$ cat src/rtl/channel_pkg.sv
// Shared definitions for the channel send/receive engines.
// State encoding, channel word layout and the pid-to-set helper.
package channel_pkg;

  typedef enum logic [2:0] {
    S_IDLE,
    S_READ_REQ,
    S_READ_CAP,
    S_WRITE_MSG,
    S_WRITE_CHAN,
    S_DONE
  } chan_state_t;

  localparam int PID_OFFSET = 0;
  localparam int MSG_OFFSET = 1;
  localparam int NULL_PID   = 0;

  localparam logic RAM_READ  = 1'b0;
  localparam logic RAM_WRITE = 1'b1;

  // Bit idx of the set mask for pid; pids above proc_count select nothing.
  function automatic logic pid_selects(
    input int unsigned pid,
    input int unsigned idx,
    input int unsigned proc_count
  );
    return (pid <= proc_count) && (pid == idx);
  endfunction

endpackage

$ cat src/rtl/alt_set_classifier.sv
// Classifies a receiver pid against the alternation sets.
// Purely combinational; shared with the receive engine.
module alt_set_classifier
  import channel_pkg::*;
#(
  parameter int PID_BITS   = 8,
  parameter int PROC_COUNT = 16
) (
  input  logic [PID_BITS-1:0] rxPid,
  input  logic [PROC_COUNT:0] altSet,
  input  logic [PROC_COUNT:0] altReadySet,
  output logic                isNull,
  output logic                inAlt,
  output logic                inReady
);

  logic [PROC_COUNT:0] mask;

  always_comb begin
    mask = '0;
    for (int i = 0; i <= PROC_COUNT; i++) begin
      mask[i] = pid_selects(32'(rxPid), i, PROC_COUNT);
    end
  end

  assign isNull  = (rxPid == PID_BITS'(NULL_PID));
  assign inAlt   = |(altSet & mask);
  assign inReady = |(altReadySet & mask);

endmodule

$ cat src/rtl/channel_send_burst.sv
// Rendezvous send of MSG_WORDS words on a memory-resident channel,
// with receiver classification reported to the scheduler.
module channel_send_burst
  import channel_pkg::*;
#(
  parameter int ADDR_BITS  = 16,
  parameter int DATA_BITS  = 16,
  parameter int PID_BITS   = 8,
  parameter int PROC_COUNT = 16,
  parameter int MSG_WORDS  = 2
) (
  input  logic                           clk,
  input  logic                           reset,
  input  logic                           start,
  output logic                           busy,
  output logic                           done,
  input  logic [ADDR_BITS-1:0]           channel,
  input  logic [MSG_WORDS*DATA_BITS-1:0] message,
  input  logic [PID_BITS-1:0]            txPid,
  input  logic [PROC_COUNT:0]            altSet,
  input  logic [PROC_COUNT:0]            altReadySet,
  output logic [ADDR_BITS-1:0]           address,
  output logic                           readWriteMode,
  output logic [DATA_BITS-1:0]           dataIn,
  input  logic [DATA_BITS-1:0]           dataOut,
  output logic [PID_BITS-1:0]            rxPid,
  output logic                           scheduleReceiver,
  output logic                           descheduleSender,
  output logic                           addToAltReadySet,
  output logic [MSG_WORDS*DATA_BITS-1:0] deliveredMessage
);

  localparam int CW = (MSG_WORDS > 1) ? $clog2(MSG_WORDS) : 1;
  localparam logic [CW-1:0] LAST = CW'(MSG_WORDS - 1);

  chan_state_t          state;
  logic [CW-1:0]        cnt;
  logic [ADDR_BITS-1:0] chan_q;
  logic [PID_BITS-1:0]  tx_q;
  logic [PID_BITS-1:0]  chan_word;

  logic is_null;
  logic in_alt;
  logic in_ready;

  logic                nxt_sched;
  logic                nxt_desch;
  logic                nxt_add;
  logic [PID_BITS-1:0] nxt_word;

  generate
    if (DATA_BITS > PID_BITS) begin : g_unused
      logic unused_hi;
      assign unused_hi = ^dataOut[DATA_BITS-1:PID_BITS];
    end
  endgenerate

  alt_set_classifier #(
    .PID_BITS  (PID_BITS),
    .PROC_COUNT(PROC_COUNT)
  ) u_cls (
    .rxPid      (rxPid),
    .altSet     (altSet),
    .altReadySet(altReadySet),
    .isNull     (is_null),
    .inAlt      (in_alt),
    .inReady    (in_ready)
  );

  // Null pid takes precedence even if bit 0 of altSet happens to be set.
  always_comb begin
    nxt_sched = 1'b0;
    nxt_desch = 1'b0;
    nxt_add   = 1'b0;
    nxt_word  = tx_q;
    unique case (1'b1)
      is_null: begin
        nxt_desch = 1'b1;
      end
      (!is_null && in_alt && !in_ready): begin
        nxt_add   = 1'b1;
        nxt_sched = 1'b1;
        nxt_desch = 1'b1;
      end
      (!is_null && in_alt && in_ready): begin
        nxt_desch = 1'b1;
      end
      default: begin
        nxt_sched = 1'b1;
        nxt_word  = '0;
      end
    endcase
  end

  always_comb begin
    address       = '0;
    dataIn        = '0;
    readWriteMode = RAM_READ;
    unique case (state)
      S_READ_REQ, S_READ_CAP: begin
        address = chan_q + ADDR_BITS'(PID_OFFSET);
      end
      S_WRITE_MSG: begin
        address       = chan_q + ADDR_BITS'(MSG_OFFSET)
                      + ADDR_BITS'(cnt);
        dataIn        = deliveredMessage[int'(cnt)*DATA_BITS +: DATA_BITS];
        readWriteMode = RAM_WRITE;
      end
      S_WRITE_CHAN: begin
        address       = chan_q + ADDR_BITS'(PID_OFFSET);
        dataIn        = DATA_BITS'(chan_word);
        readWriteMode = RAM_WRITE;
      end
      default: ;
    endcase
  end

  always_ff @(posedge clk) begin
    if (!reset) begin
      state            <= S_IDLE;
      busy             <= 1'b0;
      done             <= 1'b0;
      cnt              <= '0;
      chan_q           <= '0;
      tx_q             <= '0;
      chan_word        <= '0;
      rxPid            <= '0;
      scheduleReceiver <= 1'b0;
      descheduleSender <= 1'b0;
      addToAltReadySet <= 1'b0;
      deliveredMessage <= '0;
    end else begin
      done <= 1'b0;
      unique case (state)
        S_IDLE: begin
          if (start) begin
            chan_q           <= channel;
            tx_q             <= txPid;
            deliveredMessage <= message;
            scheduleReceiver <= 1'b0;
            descheduleSender <= 1'b0;
            addToAltReadySet <= 1'b0;
            cnt              <= '0;
            busy             <= 1'b1;
            state            <= S_READ_REQ;
          end
        end
        S_READ_REQ: state <= S_READ_CAP;
        S_READ_CAP: begin
          rxPid <= dataOut[PID_BITS-1:0];
          state <= S_WRITE_MSG;
        end
        S_WRITE_MSG: begin
          if (cnt == '0) begin
            scheduleReceiver <= nxt_sched;
            descheduleSender <= nxt_desch;
            addToAltReadySet <= nxt_add;
            chan_word        <= nxt_word;
          end
          if (cnt == LAST) begin
            cnt   <= '0;
            state <= S_WRITE_CHAN;
          end else begin
            cnt <= cnt + 1'b1;
          end
        end
        S_WRITE_CHAN: begin
          done  <= 1'b1;
          state <= S_DONE;
        end
        S_DONE: begin
          busy  <= 1'b0;
          state <= S_IDLE;
        end
        default: state <= S_IDLE;
      endcase
    end
  end

endmodule

$ cat config.mk
export PLATFORM = sky130hd
export DESIGN_NAME = channel_send_burst
export DESIGN_NICKNAME = d
export VERILOG_FILES = /design/src/rtl/channel_pkg.sv /design/src/rtl/alt_set_classifier.sv /design/src/rtl/channel_send_burst.sv
export SDC_FILE = /design/constraint.sdc
export NUM_CORES = 1
export LEC_CHECK = 0
export BUFFER_PORTS_ARGS = -buffer_cell sky130_fd_sc_hd__buf_4
export CAP_MARGIN = 15
export CORE_MARGIN = 3
export CORE_UTILIZATION = 40
export DETAILED_ROUTE_END_ITERATION = 10
export PLACE_DENSITY = 0.73
export SETUP_SLACK_MARGIN = 0.4
export SKIP_CTS_REPAIR_TIMING = 1
export SYNTH_ARGS = -nofsm -noshare
export SYNTH_HDL_FRONTEND = slang
export SYNTH_SLANG_ARGS = --single-unit
$ cat constraint.sdc
create_clock -name clk -period 2.5 [get_ports clk]
set_clock_uncertainty 0.2 [all_clocks]
set_input_delay 0.5 -clock clk [delete_from_list [all_inputs] [get_ports clk]]
set_output_delay 0.5 -clock clk [all_outputs]
set_load 0.03 [all_outputs]
---- Word-level counts from Yosys, hierarchy flattened ----
Index checks and enable logic that the tools add are counted.
word-level totals
  flip-flop bits (word level) ............. 81
  latch bits .............................. 0
  RAM bits ................................ 0
  bits in read-only memories .............. 0
  output and inout bits ................... 78
  memories kept ........................... 0
operators by class
  $add $sub $neg .......................... 3
  multipliers ............................. 0
  divide/modulo/power cells ............... 0
  magnitude comparators ................... 1
  eq/ne operators ......................... 24
  shift-type cells ........................ 1
  multiplexer cells ....................... 22
  bitwise gates (word level) .............. 3
  reduce and logical (&&, ||, !) cells .... 38
operators by type and width
  operator                                                                           number
  8-bit by 4-bit equality test with 1-bit output (second input constant)             8
  16-bit case mux with 2 select lines                                                2
  17-bit AND                                                                         2
  17-bit OR reduction                                                                2
  8-bit by 3-bit equality test with 1-bit output (second input constant)             4
  32-bit by 6-bit variable part select with 16-bit output                            1
  1-bit logical AND                                                                  20
  16-bit by 1-bit adder with 16-bit output                                           1
  16-bit by 1-bit adder with 16-bit output (second input constant)                   1
  8-bit by 2-bit equality test with 1-bit output (second input constant)             2
  3-bit case mux with 5 select lines                                                 1
  1-bit two-way mux                                                                  11
  1-bit case mux with 2 select lines                                                 5
  2-bit AND reduction                                                                5
  8-bit by 1-bit equality test with 1-bit output (second input constant)             1
  8-bit by 5-bit equality test with 1-bit output (second input constant)             1
  8-bit by 5-bit less-or-equal comparator with 1-bit output (second input constant)  1
  8-bit zero test                                                                    1
  8-bit two-way mux                                                                  1
  3-bit by 2-bit equality test with 1-bit output (second input constant)             2
  3-bit equality test (second input constant)                                        2
  3-bit two-way mux                                                                  2
  2-bit inequality test (second input constant)                                      3
  3-bit OR reduction                                                                 2
  other kinds (8)                                                                    11

---- Longest topological paths before layout ----
Gate-level depths: netlist of run 1.
  word-level depth ........................ 10
  gate-level depth with buffers ........... 10
  depth with buffers taken out ............ 10

---- Modules after synthesis ----
From an unflattened synthesis of run 1, not the netlist that was laid out.
unflattened totals
  cells, all modules ...................... 537
  area total of the unflattened synthesis .. 4334.2 µm²
by module, submodules not included
  module              times used  cells each  area an instance (µm²)  sequential area each (µm²)
  channel_send_burst  1           483         3902.5                  1621.6
  alt_set_classifier  1           54          431.7                   0.0

---- Worst setup path before layout of run 1 ----
OpenSTA, ideal clock, no wires.
  path kind ............................... register to output
  start point ............................. reg cnt
  end point ............................... out address[13]
  arrival time ............................ 2.083 ns
  slack ................................... -0.283 ns
  stages on the path, launching flop included .. 8
  buffers on the path ..................... 0
  path through ............................ dfxtp_1 > inv_1 > ha_1 > and3b_1 > nor4b_2 > and3_1 > nand2_1 > o21ai_0
between the ends
  cells in the longest elaborated chain, start to end .. 2
ends and longest elaborated chain
  element                                   line                       text
  start: declaration                        channel_send_burst.sv:37   logic [CW-1:0] cnt;
  start signal: assignment                  channel_send_burst.sv:164  cnt <= cnt + 1'b1;
  16-bit by 1-bit adder with 16-bit output  channel_send_burst.sv:105  + ADDR_BITS'(cnt);
  16-bit case mux with 2 select lines       channel_send_burst.sv:99   unique case (state)
  end: declaration                          channel_send_burst.sv:22   output logic [ADDR_BITS-1:0] address,
Every way passes these cells.

---- Worst setup path in the final report of run 1 ----
  start point ............................. reg chan_q[0]
  end point ............................... out address[15]
between the ends
  cells in the longest elaborated chain, start to end .. 3
ends and longest elaborated chain
  element                                   line                       text
  start: declaration                        channel_send_burst.sv:38   logic [ADDR_BITS-1:0] chan_q;
  start signal: assignment                  channel_send_burst.sv:137  chan_q <= channel;
  16-bit by 1-bit adder with 16-bit output  channel_send_burst.sv:104  address = chan_q + ADDR_BITS'(MSG_OFFSET)
  16-bit by 1-bit adder with 16-bit output  channel_send_burst.sv:105
  16-bit case mux with 2 select lines       channel_send_burst.sv:99
Every way passes these cells.

==> flow_summary.toml, run 1 <==
[outcome]
status = "finished, violations left"
violations = "setup timing"

[layout]
regArea_um2 = 1650
stdcell_count = 876
diodes = 0
final_core_util_pct = 70.9
nFillCells = 754
multi_input_area_um2 = 2960
num-nets-final = 850
drive_gt1_share_pct = 48.2
area_growth_pct = 69.1

[critical_path]
cp_max_fo = 3
cp.arrival_ns = 2.19
path_class = "flip-flop to primary output"
cp.required_ns = 1.80
cp_cell_sequence = "inv_2 > ha_4 > and3b_2 > nor4b_4 > and3_4 > a31oi_4 > o21ai_2 > o21ai_4 > buf_6"
cp_slowest_cell = "dfxtp_2"
cpPeakStageDelay_ns = 0.34
worstSetupEndpointType = "primary output"
worstSetupStartpointType = "flip-flop"

[clock_tree]
clock_path_buffers = 2
cts.htree.levels = 3
cts_made_buffers = 9
clk_latency_ns = 0.35
tritoncts = "done"
cts.sink_count = 81
cts-root-buf = "clkbuf_8"
clkSlewWorstSetupHoldPaths_ns = 0.09

[timing]
hold_ws_ns = 0.185
worst_pin_slew_ns = 0.538
finalCritPeriodShare_pct = 116
setup_viol_count_final = 17
grt_setup_unrepaired = "true"
max_freq_mhz = 346
report.final.slew_viol_count = 0
min_period_ns = 2.89
setup_ws_ns = -0.390
relSlewSlack_pct = 64.1
finalHoldViolCount = 0

[yosys]
synth_commonest_cells = "137 x nand2_1, 81 x dfxtp_1, 56 x a21boi_1"
syn_inst = 528
synth_top_area_share_pct = 38.7
async_flop_share_pct = 0
synth_edf_count = 0
synth-main-ff-cell = "dfxtp_1"
yosys.cell_count.top_type = "nand2_1"
syn_nets = 639
syn_area_per_cell_um2 = 7.94
synth_top_cell_by_area = "dfxtp_1"
ys_seq_area_share_pct = 38.7
ys_warn_count = 0
ys_ff_latch = 81
netlist_top_cells_area = "dfxtp_1 39%, nand2_1 12%, a21boi_1 10%, mux2i_1 6.4%, o21ai_1 3.5%"
ys_types = 58
netlist_area_um2 = 4190

[routing]
drt_iter0_markers = 255
wl_um = 15100
ant_nets = 0
drc_errors = 0
vias = 4683
detail_route.vias_per_cell = 5.35
first_pass_iters = 4
wl_per_cell_um = 17.3

[placed_design]
finalWeightedCongestion = 0.811
dp_cells = 825
hpwl_um = 9930
portBuffers = 178

[power_and_ir_drop]
p_total_uw = 3530
p_leak_uw = 0.00295
irDropWorstVdd_mv = 0.419
p_per_area_nw_per_um2 = 497

[floorplan]
dieArea_um2 = 11700
pin_count = 187
die_y_um = 108
start_util_pct = 41.9
coreArea_um2 = 10000
fp.dieW_um = 108
row_count = 36

[global_route]
track_usage_pct = 22.0
grt_start_max_net_pins = 63
grt_pass1_wl_um = 20800
antenna_found_initial = 0
grt_pass1_vias = 4385
grt-ovfl-total = 0

[run]
max_cap_violations = 0

[worst_hold_path]
holdCritPathClass = "primary input to flip-flop"
cells by family after synthesis:
family          share of synthesized area (%)
fa+ha+maj                               0.597
buf+inv                                  4.74
simple gates                             25.9
flops                                    38.7
compound gates                           21.4
mux                                      7.61
xor+xnor                                 1.04
critical path, delay by kind of cell (launching register included):
kind,cells,cell delay [ns]
buf+inv,2,0.18
simple gates,3,0.79
compound gates,3,0.37
fa+ha+maj,1,0.15
flops,1,0.34
path summary, 6_finish.rpt:
check | start | end | slack, ns | depth (start not counted)
min reg2reg | tx_q[3] | tx_q[3] | 0.26 | 2
max reg2reg | state[0] | addToAltReadySet | 0.30 | 10
min | txPid[3] | tx_q[3] | 0.18 | 3
max | chan_q[0] | address[15] | -0.39 | 9
sequential cells by signal, summed over array words and instances, names as in the netlist:
register / flops
descheduleSender: 1
state: 3
addToAltReadySet: 1
rxPid: 8
chan_q: 16
cnt: 1
tx_q: 8
done: 1
busy: 1
chan_word: 8
deliveredMessage: 32
scheduleReceiver: 1
per-stage QoR:
stage / worst slack, ns / area, um^2 / setup TNS [ns]
final: -0.390 / 7090 / -2.56
after global routing: -0.475 / 7090 / -4.25
after CTS: -0.430 / 6340 / -5.65
after detailed placement: -0.0328 / 6110 / -0.0328
after global placement: -0.00228 / 6110 / -0.00228
after floorplan: 0.0805 / 4600 / 0
cell usage in the layout (no fill, tap or decap), drive strengths merged, types with 2 or more instances in the layout:
master and instances:
buf 234, nand2 137, dfxtp 81, a21boi 59
o21ai 41, mux2i 27, nor2 24, nand3 16
clkbuf 13, nor2b 11, inv 11, a22o 10
nand4 8, and3 8, nor3 5, or3 4
a31oi 4, xor2 4, mux2 4, a21oi 3
nor4b 3, or4 3, and2 3, nor4 3
nand2b 2, ha 2, bufinv 2, or2 2
area by class of cell:
| class | count | share of cell area (%) |
|---|---|---|
| Inverter | 9 | 0.547 |
| Multi-Input combinational cell | 401 | 41.8 |
| Timing Repair Buffer | 237 | 28.7 |
| Sequential cell | 81 | 23.3 |
| Clock buffer | 10 | 2.10 |
| Clock inverter | 5 | 1.20 |
| Tap cell | 133 | 2.35 |
report_power, final:
part | switching [uW] | total (uW) | leakage, uW | internal [uW]
sequential | 89.9 | 1450 | 0.000669 | 1360
combinational | 512 | 949 | 0.00216 | 438
clock | 499 | 1120 | 0.000115 | 625
total | 1100 | 3530 | 0.00295 | 2430
layer usage:
metal	vias to the layer above	wire [um]	global-route usage (%)
li1	2250	-	-
met1	2221	5800	25.4
met2	184	7680	38.1
met3	28	1330	7.04
met4	0	312	7.66
met5	-	0	0
No activity file was read; power rests on OpenSTA's default activity.
==> inputs of run 2 (changes only) <==
--- a/config.mk
+++ b/config.mk
@@ -5,8 +5,10 @@
 export SDC_FILE = /design/constraint.sdc
 export NUM_CORES = 1
 export LEC_CHECK = 0
+export ABC_CLOCK_PERIOD_IN_PS = 2500
 export BUFFER_PORTS_ARGS = -buffer_cell sky130_fd_sc_hd__buf_4
 export CAP_MARGIN = 15
+export CORE_ASPECT_RATIO = 0.9
 export CORE_MARGIN = 3
 export CORE_UTILIZATION = 40
 export DETAILED_ROUTE_END_ITERATION = 10
==> run 2 against run 1 <==
Compared with the run above:
- flip-flop and latch count unchanged
- routed wire length about the same
- the flow still finishes with violations (setup timing)
- critical path depth unchanged
- total power up 4.1%
- final area up 0.86%
- setup slack worse by 0.028 ns
- clock power up 9.8%
- non-clock buffer count down 5
- die area about the same
- utilization up 0.94 points
==> flow_summary.toml, run 2 (synthesis gave the netlist of run 1 again) <==
[outcome]
status = "finished, violations left"
violations = "setup timing"

[worst_hold_path]
hold_start = "channel[13]"
whs_path_depth = 3
holdPathEnd = "chan_q[13]"
holdCritPathClass = "primary input to flip-flop"

[routing]
first_pass_iters = 5
vias = 4698
wl_um = 15100
detail_route.vias_per_cell = 5.43
drt_iter0_markers = 325
ant_nets = 0
drc_errors = 0
wl_per_cell_um = 17.5

[clock_tree]
clock_path_buffers = 2
cts.htree.levels = 3
clk_latency_ns = 0.33
tritoncts = "done"
cts_made_buffers = 9
cts.sink_count = 81
cts-root-buf = "clkbuf_16"
clkSlewWorstSetupHoldPaths_ns = 0.07

[timing]
finalHoldViolCount = 0
finalCritPeriodShare_pct = 117
min_period_ns = 2.92
max_freq_mhz = 343
worst_pin_slew_ns = 0.534
setup_viol_count_final = 9
setup_ws_ns = -0.418
relSlewSlack_pct = 64.4
report.final.slew_viol_count = 0
tns_ns = -2.40
grt_setup_unrepaired = "true"

[placed_design]
dp_cells = 817
hpwl_um = 9800
portBuffers = 178
finalWeightedCongestion = 0.833

[layout]
final_core_util_pct = 71.9
stdcell_count = 865
diodes = 0
top_register = "deliveredMessage"
drive_gt1_share_pct = 47.8
largest_reg_flops = 32
final_common_cell = "buf_4"
largestRegisters = "deliveredMessage (32), chan_q (16)"
num-nets-final = 845
area_growth_pct = 70.6
final_cell_mix = "180 x buf_4, 135 x nand2_1, 69 x dfxtp_1"

[run]
max_cap_violations = 0

[floorplan]
row_count = 34
pin_count = 187
dieArea_um2 = 11800
fp.dieW_um = 114
coreArea_um2 = 9950
start_util_pct = 42.1
die_y_um = 103

[critical_path]
cp.arrival_ns = 2.22
worstSetupEndpointType = "primary output"
path_class = "flip-flop to primary output"
cp.required_ns = 1.80
reg2reg_to = "chan_word[7]"
r2r_slack_ns = 0.31
r2r_cells = 7
r2r_start = "rxPid[5]"
worstSetupStartpointType = "flip-flop"
cp_max_fo = 4

[global_route]
antenna_found_initial = 0
grt_start_max_net_pins = 61
grt-ovfl-total = 0
track_usage_pct = 22.0
grt_pass1_vias = 4378
grt_pass1_wl_um = 21100

[power_and_ir_drop]
irDropWorstVdd_mv = 0.319
p_leak_uw = 0.00298
p_per_area_nw_per_um2 = 514
-- run 2: layout make-up --
cell class | instances | area, um^2
clock buffers | 9 | 225
repair buffers | 232 | 2070
clock inverters | 7 | 53.8
well taps | 126 | 158
multi-input cells | 401 | 2950
fillers | 734 | 2800
inverters | 9 | 38.8
flip-flops and latches | 81 | 1660
-- run 2: worst max-delay path, stage by stage (launching register included) --
cell and delay [ns]:
dfxtp_2 0.33, inv_2 0.05, ha_4 0.15, and3b_2 0.26
nor4b_4 0.29, and3_4 0.29, a31oi_4 0.09, o21ai_2 0.21
o21ai_4 0.08, buf_6 0.14
-- run 2: where the power goes --
group          internal (uW)  switching (uW)
logic                    467             527
registers               1370            84.1
clock network            680             551
total                   2510            1160
-- run 2: stage by stage --
step	setup slack [ns]	hold slack [ns]	total power, uW	instance area, um^2
final	-0.418	0.208	3670	7150
after global routing	-0.492	0.210	3830	7150
after CTS	-0.500	0.202	3520	6380
after detailed placement	-0.146	0.248	2290	6100
after global placement	-0.0585	0.245	2270	6100
after floorplan	0.0805	0.235	1960	4600
-- run 2: worst max-delay path by stage --
stage / cells past startpoint / to / slack [ns] / from
4_1_cts: 9 / address[15] / -0.50 / chan_q[0]
2_1_floorplan: 8 / address[15] / 0.08 / chan_q[0]
3_5_place_dp: 9 / address[15] / -0.15 / chan_q[0]
6_report: 9 / address[15] / -0.42 / cnt
5_1_grt: 9 / address[15] / -0.49 / cnt
3_3_place_gp: 9 / address[15] / -0.06 / chan_q[0]
-- run 2: per-layer routing --
| layer | vias to the layer above | track usage [%] | wire [um] |
|---|---|---|---|
| met1 | 2219 | 27.0 | 6140 |
| met5 | - | 0 | 0 |
| met3 | 25 | 6.75 | 1290 |
| met4 | 0 | 5.57 | 279 |
| met2 | 209 | 38.1 | 7420 |
| li1 | 2245 | - | - |
